[config.mk]
export PLATFORM = sky130hd
export DESIGN_NAME = serial_subtractor
export DESIGN_NICKNAME = d
export VERILOG_FILES = /design/src/rtl/serial_sub_pkg.sv /design/src/rtl/full_sub_cell.sv /design/src/rtl/serial_subtractor.sv
export SDC_FILE = /design/constraint.sdc
export NUM_CORES = 1
export LEC_CHECK = 0
export CAP_MARGIN = 20
export CELL_PAD_IN_SITES_DETAIL_PLACEMENT = 0
export CELL_PAD_IN_SITES_GLOBAL_PLACEMENT = 1
export CORE_ASPECT_RATIO = 1.4
export CORE_UTILIZATION = 42
export DETAILED_ROUTE_END_ITERATION = 8
export GPL_TIMING_DRIVEN = 1
export MAX_ROUTING_LAYER = met4
export PLACE_DENSITY_LB_ADDON = 0.2
export SYNTH_ARGS = -nofsm -noshare
export SYNTH_HDL_FRONTEND = slang
export SYNTH_SLANG_ARGS = --single-unit
[constraint.sdc]
create_clock -name clk -period 2.3 [get_ports clk]
set_input_delay 0.345 -clock clk [delete_from_list [all_inputs] [get_ports clk]]
set_output_delay 0.345 -clock clk [all_outputs]
set_load 0.01 [all_outputs]
[src/rtl/serial_sub_pkg.sv]
// Shared types and helpers for the digit-serial subtractor.
package serial_sub_pkg;

    typedef enum logic [1:0] {
        IDLE = 2'd0,
        BUSY = 2'd1,
        DONE = 2'd2
    } state_t;

    // Wide enough to hold the digit count itself, not just NDIG-1.
    function automatic int cnt_width(input int ndig);
        return $clog2(ndig + 1);
    endfunction

endpackage

[src/rtl/full_sub_cell.sv]
// One-bit full subtractor built from two half-subtractor stages and an OR.
module full_sub_cell (
    input  logic a,
    input  logic b,
    input  logic bin,
    output logic d,
    output logic bout
);

    logic d1;
    logic b1;
    logic b2;

    assign d1   = a ^ b;
    assign b1   = ~a & b;
    assign d    = d1 ^ bin;
    assign b2   = ~d1 & bin;
    assign bout = b1 | b2;

endmodule

[src/rtl/serial_subtractor.sv]
// Digit-serial subtractor: diff = a - b mod 2^WIDTH, DIGIT bits per clock, LSB first.
// Optional signed overflow output enabled by defining SERIAL_SUB_SIGNED_OVF_EN.
//
// state | meaning
// IDLE  | waiting for operands, in_ready high
// BUSY  | processing one digit per clock
// DONE  | result presented, waiting for out_ready
module serial_subtractor
    import serial_sub_pkg::*;
#(
    parameter int WIDTH = 8,
    parameter int DIGIT = 1
) (
    input  logic             clk,
    input  logic             rst,
    input  logic             in_valid,
    output logic             in_ready,
    input  logic [WIDTH-1:0] a,
    input  logic [WIDTH-1:0] b,
    output logic             out_valid,
    input  logic             out_ready,
    output logic [WIDTH-1:0] diff,
    output logic             borrow,
    output logic             busy
`ifdef SERIAL_SUB_SIGNED_OVF_EN
    ,
    output logic             ovf
`endif
);

    localparam int NDIG  = WIDTH / DIGIT;
    localparam int CNT_W = cnt_width(NDIG);

    generate
        if (WIDTH < 2 || DIGIT < 1 || (WIDTH % DIGIT) != 0) begin : g_bad_params
            $error("serial_subtractor: WIDTH must be >= 2 and a multiple of DIGIT");
        end
    endgenerate

    state_t             state;
    state_t             state_nxt;
    logic [WIDTH-1:0]   a_sh;
    logic [WIDTH-1:0]   b_sh;
    logic [WIDTH-1:0]   res_sh;
    logic [WIDTH-1:0]   res_next;
    logic               bor_q;
    logic [CNT_W-1:0]   cnt;
    logic               last_digit;
    logic [DIGIT-1:0]   d_digit;
    logic [DIGIT:0]     bchain;

`ifdef SERIAL_SUB_SIGNED_OVF_EN
    logic               sign_a;
    logic               sign_b;
`endif

    assign bchain[0] = bor_q;

    generate
        for (genvar i = 0; i < DIGIT; i++) begin : g_cell
            full_sub_cell u_cell (
                .a    (a_sh[i]),
                .b    (b_sh[i]),
                .bin  (bchain[i]),
                .d    (d_digit[i]),
                .bout (bchain[i+1])
            );
        end
    endgenerate

    // New digit enters at the MSB end so the result lands LSB-aligned after NDIG shifts.
    assign res_next   = (res_sh >> DIGIT) | (WIDTH'(d_digit) << (WIDTH - DIGIT));
    assign last_digit = (cnt == CNT_W'(NDIG - 1));

    assign in_ready  = (state == IDLE);
    assign busy      = (state == BUSY);
    assign out_valid = (state == DONE);

    always_ff @(posedge clk) begin
        if (rst) begin
            state <= IDLE;
        end else begin
            state <= state_nxt;
        end
    end

    always_comb begin
        state_nxt = state;
        case (state)
            IDLE:    if (in_valid)   state_nxt = BUSY;
            BUSY:    if (last_digit) state_nxt = DONE;
            DONE:    if (out_ready)  state_nxt = IDLE;
            default:                 state_nxt = IDLE;
        endcase
    end

    always_ff @(posedge clk) begin
        if (rst) begin
            a_sh   <= '0;
            b_sh   <= '0;
            res_sh <= '0;
            bor_q  <= 1'b0;
            cnt    <= '0;
            diff   <= '0;
            borrow <= 1'b0;
`ifdef SERIAL_SUB_SIGNED_OVF_EN
            sign_a <= 1'b0;
            sign_b <= 1'b0;
            ovf    <= 1'b0;
`endif
        end else begin
            case (state)
                IDLE: begin
                    if (in_valid) begin
                        a_sh  <= a;
                        b_sh  <= b;
                        bor_q <= 1'b0;
                        cnt   <= '0;
`ifdef SERIAL_SUB_SIGNED_OVF_EN
                        sign_a <= a[WIDTH-1];
                        sign_b <= b[WIDTH-1];
`endif
                    end
                end
                BUSY: begin
                    a_sh   <= a_sh >> DIGIT;
                    b_sh   <= b_sh >> DIGIT;
                    res_sh <= res_next;
                    bor_q  <= bchain[DIGIT];
                    cnt    <= cnt + CNT_W'(1);
                    if (last_digit) begin
                        diff   <= res_next;
                        borrow <= bchain[DIGIT];
`ifdef SERIAL_SUB_SIGNED_OVF_EN
                        ovf    <= (sign_a ^ sign_b) & (res_next[WIDTH-1] ^ sign_a);
`endif
                    end
                end
                default: ;
            endcase
        end
    end

endmodule

* Word-level counts from Yosys, hierarchy flattened
Index checks and enable logic that the tools add are counted.
W data, S select, Z words.
** Operators by class
- $add $sub $neg :: 1
- Equal/unequal tests :: 6
- Muxes and demuxes :: 12
- Bitwise operators :: 8
- Reduce and logical (&&, ||, !) cells :: 5
** Operators with widths (count)
- $pmux W8 S2 :: 2
- $mux W8 :: 2
- $or A7 B8 Y8 :: 1
- $pmux W4 S2 :: 1
- $mux W2 :: 3
- $pmux W2 S3 :: 1
- $add A4 B1 Y4 const B :: 1
- $eq A4 B3 Y1 const B :: 1
- $mux W4 :: 1
- $ne A2 B1 Y1 const B :: 2
- $reduce_and A2 Y1 :: 2
- $reduce_and A3 Y1 :: 1
- $and A1 B1 Y1 :: 2
- $eq A2 B1 Y1 const B :: 1
- $eq A2 B2 Y1 const B :: 1
- $logic_not A2 Y1 :: 1
- $ne A2 B2 Y1 const B :: 1
- $not A1 Y1 :: 2
- $pmux W1 S2 :: 1
- $reduce_bool A2 Y1 :: 1
- $xor A1 B1 Y1 :: 2
- $mux W1 :: 1
- $or A1 B1 Y1 :: 1
** Word-level totals
- Bits in registers :: 40
- Input port bits :: 20
- Output and inout port bits :: 12
- Logic and storage cells :: 40

* Longest topological paths before layout
- Word-level depth :: 5
- Mapped depth :: 6
- Depth with buffers taken out :: 4

* By module
Synthesis repeated with hierarchy kept, for this count alone.
** Unflattened totals
- Cell total of the unflattened synthesis :: 196
- Area, all modules :: 1671.6 µm²
** Modules (own cells, without submodules)
- serial_subtractor :: instances 1, cells each 192, area each 1640.3 µm²
- full_sub_cell :: instances 1, cells each 4, area each 31.3 µm²

* Worst setup path after synthesis
No wires, ideal clock.
- Path kind :: reg2reg
- Start :: register cnt[0]
- End :: register diff[1]
- Setup time :: 0.071 ns
- Arrival :: 1.127 ns
- Data required time :: 2.229 ns
- Path slack :: 1.103 ns
- Cell stages (with the launch flop) :: 6
- Buffers on the path :: 1
- Clock period less this slack :: 1.197 ns
- Cells stage by stage :: dfxtp_1 > ha_1 > and3b_1 > buf_4 > a21bo_1 > a21oi_1
** On the way
- Longest elaborated chain between the ends :: 2
** Ends and longest elaborated chain
- start, declared :: line serial_subtractor.sv:47 : logic [CNT_W-1:0] cnt;
- start signal, assigned :: line serial_subtractor.sv:130 : cnt <= cnt + CNT_W'(1);
- $eq A4 B3 Y1 :: line serial_subtractor.sv:73 : assign last_digit = (cnt == CNT_W'(NDIG - 1));
- $reduce_and A2 Y1 (no line)
- end signal, assigned :: line serial_subtractor.sv:132 : diff <= res_next;
- end, declared :: line serial_subtractor.sv:22 : output logic [WIDTH-1:0] diff,
Every way passes these cells.
A chain may end at the register's enable or synchronous reset.

* Worst setup path after layout
- Start :: register state[1]
- End :: output in_ready
** On the way
- Longest elaborated chain between the ends :: 1
** Ends and longest elaborated chain
- start, declared :: line serial_subtractor.sv:40 : state_t state;
- start signal, assigned :: line serial_subtractor.sv:83 : state <= state_nxt;
- $logic_not A2 Y1 :: line serial_subtractor.sv:75 : assign in_ready = (state == IDLE);
- end, declared :: line serial_subtractor.sv:17 : output logic in_ready,
Every way passes these cells.

==> impl_metrics.sql <==
INSERT INTO impl_metrics (metric_group, metric, value, unit) VALUES
('setup_path', 'startpoint_type', 'flip-flop', ''),
('logic_synthesis', 'synthesis.area_per_instance', '8.46', 'sq um'),
('global_routing', 'grt_overflow', '0', ''),
('logic_synthesis', 'yosysMostFrequentCell', 'a21oi_1', ''),
('setup_path', 'critical_path_cell_with_the_highest_stage_delay', 'clkdlybuf4s50_1', ''),
('power_and_ir_drop', 'ir_worst_vdd', '0.331', 'mV'),
('global_routing', 'grt_max_degree', '31', ''),
('global_routing', 'global_route.usage.total', '19.3', '%'),
('logic_synthesis', 'netlist_instances', '219', ''),
('route', 'detail_route.wl_per_cell', '13.0', 'microns'),
('global_routing', 'antenna_violations_before_repair', '0', ''),
('logic_synthesis', 'synth_enable_flop_cells', '0', ''),
('setup_path', 'r2r_end', 'diff[7]', ''),
('logic_synthesis', 'synth_top_area_cell', 'dfxtp_1', ''),
('logic_synthesis', 'synth-seq-area-share', '42.2', '%'),
('setup_path', 'slowest_delay', '0.48', 'ns'),
('timing', 'rsz0062_at_grt', 'false', ''),
('logic_synthesis', 'dominant_cells_by_area_after_synthesis', 'dfxtp_1, a21oi_1, o221a_2', ''),
('power_and_ir_drop', 'power.share.sequential', '54.5', '%'),
('logic_synthesis', 'synthFlopType', 'dfxtp_1', ''),
('setup_path', 'r2r_setup_slack', '0.80', 'ns'),
('place', 'hpwl', '2570', 'microns'),
('layout', 'antenna_cells_inserted', '0', ''),
('cts', 'clock-sinks', '39', ''),
('timing', 'final_period_minus_worst_setup_slack', '1.84', 'ns'),
('logic_synthesis', 'async_reset_ff_share', '0', '%'),
('logic_synthesis', 'yosysWarningCount', '0', ''),
('hold_path', 'min_delay_worst_endpoint', 'res_sh[1]', ''),
('place', 'place_area', '2200', 'sq um'),
('setup_path', 'worstReg2RegStart', 'cnt[0]', ''),
('hold_path', 'hold-path-cell-count', '2', ''),
('floorplanning', 'design.die.area', '4680', 'sq um'),
('logic_synthesis', 'synth_top_area_share', '42.2', '%'),
('timing', 'setup_viol_count_final', '0', ''),
('cts', 'post-cts-setup-buffer-count', '0', ''),
('route', 'drc_errors', '0', ''),
('timing', 'min_period_over_period', '80.2', '%'),
('setup_path', 'path_buf_inv', '2', ''),
('outcome', 'outcome', 'completed', ''),
('timing', 'final_hold_viol_count', '0', ''),
('power_and_ir_drop', 'p_switching', '336', 'uW'),
('timing', 'highest_attainable_clock_frequency', '542', 'MHz'),
('logic_synthesis', 'yosys-top-cells-count', 'a21oi_1, dfxtp_1, nor2_1, nand2_1, inv_1', ''),
('logic_synthesis', 'ys_seq_elements', '39', ''),
('cts', 'maximum_root_to_sink_buffer_count', '2', ''),
('route', 'detailedRoute.firstPassIterationCount', '4', ''),
('logic_synthesis', 'post_synth_num_cell_types', '33', ''),
('cts', 'clk_pin_slew', '0.07', 'ns'),
('setup_path', 'timing.critical_path.arrival', '1.50', 'ns'),
('floorplanning', 'fp.dieH', '80.6', 'microns'),
('cts', 'cts_repair_resize_count', '0', ''),
('global_routing', 'wire_length_of_the_first_global_routing_pass', '6690', 'microns'),
('setup_path', 'cp-end-kind', 'primary output', ''),
('timing', 'slew_headroom', '67.0', '%'),
('setup_path', 'worst_reg2reg_path_depth', '5', ''),
('setup_path', 'critical_path.top_delay_family', 'buffers and inverters', ''),
('route', 'vias_per_cell', '5.19', ''),
('setup_path', 'timing.critical_path.cells', 'buf_4 -> nor2_1 -> clkdlybuf4s50_1', ''),
('power_and_ir_drop', 'cellLeakagePower', '0.860', 'nW'),
('layout', 'share_of_final_layout_standard_cells_stronger_than_drive_strength_1', '13.4', '%'),
('power_and_ir_drop', 'p_per_area', '591', 'nW/um^2'),
('route', 'route.vias.total', '1594', ''),
('route', 'route.antenna.remaining_nets', '0', ''),
('run', 'max-cap-violations', '0', ''),
('timing', 'fin_skew', '0.00379', 'ns'),
('layout', 'final_cell_area', '2270', 'sq um'),
('hold_path', 'holdCritStartpoint', 'res_sh[1]', ''),
('power_and_ir_drop', 'p_int', '1.01', 'mW'),
('floorplanning', 'fp.coreArea', '4240', 'sq um'),
('timing', 'fin_setup_tns', '0', 'ns'),
('floorplanning', 'top_level_port_count', '32', '');
tightest hold or removal path: stages, from the launching register on:
cell	delay (ns)
dfxtp_1	0.31
nand2_1	0.05
a21oi_1	0.06
worst max-delay path by stage:
stage | from | to | slack [ns] | depth (start not counted)
after global routing | state[1] | in_ready | 0.36 | 3
after global placement | rst | diff[5] | 0.63 | 4
final | state[1] | in_ready | 0.46 | 3
after CTS | state[1] | in_ready | 0.43 | 3
after detailed placement | rst | diff[7] | 0.61 | 4
after floorplan | cnt[0] | diff[1] | 1.10 | 5
through the flow:
step / util (%) / total power, mW / std cells / setup slack [ns]
finish: 53.6 / 1.34 / 307 / 0.456
global route: 53.6 / 1.40 / 307 / 0.362
CTS: 53.6 / 1.36 / 307 / 0.426
detailed placement: 51.9 / 0.933 / 301 / 0.614
global placement: 51.9 / 0.933 / 301 / 0.634
floorplan: - / 0.868 / 219 / 1.10
power by group through the flow:
stage	Combinational [mW]	Clock [mW]	Sequential (mW)
after floorplan	0.129	0	0.738
after global placement	0.187	0	0.746
after detailed placement	0.187	0	0.747
after CTS	0.188	0.439	0.731
after global routing	0.210	0.455	0.735
final	0.186	0.424	0.731
flip-flops by register name (all words and copies together) (netlist names):
signal and cells:
res_sh 7, bor_q 1, a_sh 8, diff 8, state 2, b_sh 8, borrow 1, cnt 4
routing by layer:
| layer | track usage, % | vias to the layer above | part of all wire [%] |
|---|---|---|---|
| li1 | - | 818 | - |
| met1 | 22.6 | 737 | 47 |
| met2 | 30.9 | 32 | 47 |
| met3 | 4.51 | 7 | 4.1 |
| met4 | 9.29 | 0 | 2.0 |
| met5 | - | - | 0 |
cell usage in the layout (no fill, tap or decap):
cell type and n:
a21oi_1 42, dfxtp_1 39, clkdlybuf4s50_1 31, nor2_1 23, nand2_1 18, inv_1 16, o221a_2 14, nand3_1 10
buf_4 10, a21bo_1 8, nor2b_1 5, o22a_1 5, clkbuf_8 5, o22ai_1 2, a22oi_1 2, nand2b_4 1
inv_2 1, and3b_1 1, or2_2 1, o21bai_2 1, a2bb2oi_1 1, or3_1 1, a31oi_1 1, nand2b_1 1
a311oi_1 1, a211oi_1 1, nor3b_1 1, o21ai_0 1, mux2i_1 1, fa_1 1, ha_1 1, clkbuf_1 1
kinds of logic (layout without fill, tap and decap cells):
family / count (synthesis) / count (layout) / synth area share [%]
multiplexers: 1 / 1 / 0.541
AND/OR/NAND/NOR: 62 / 62 / 15.3
buffers and inverters: 36 / 64 / 9.59
adder cells (fa/ha/maj): 2 / 2 / 1.76
flip-flops: 39 / 39 / 42.2
AO/OA/AOI/OAI: 79 / 79 / 30.6
final cells by class:
type,count,area [sq um]
multi-input combinational,144,893
fill,416,1970
tap,60,75.1
clock buffer,6,72.6
sequential,39,781
inverter,17,63.8
timing repair buffer,41,385
Power figures use the tool's default switching activity.
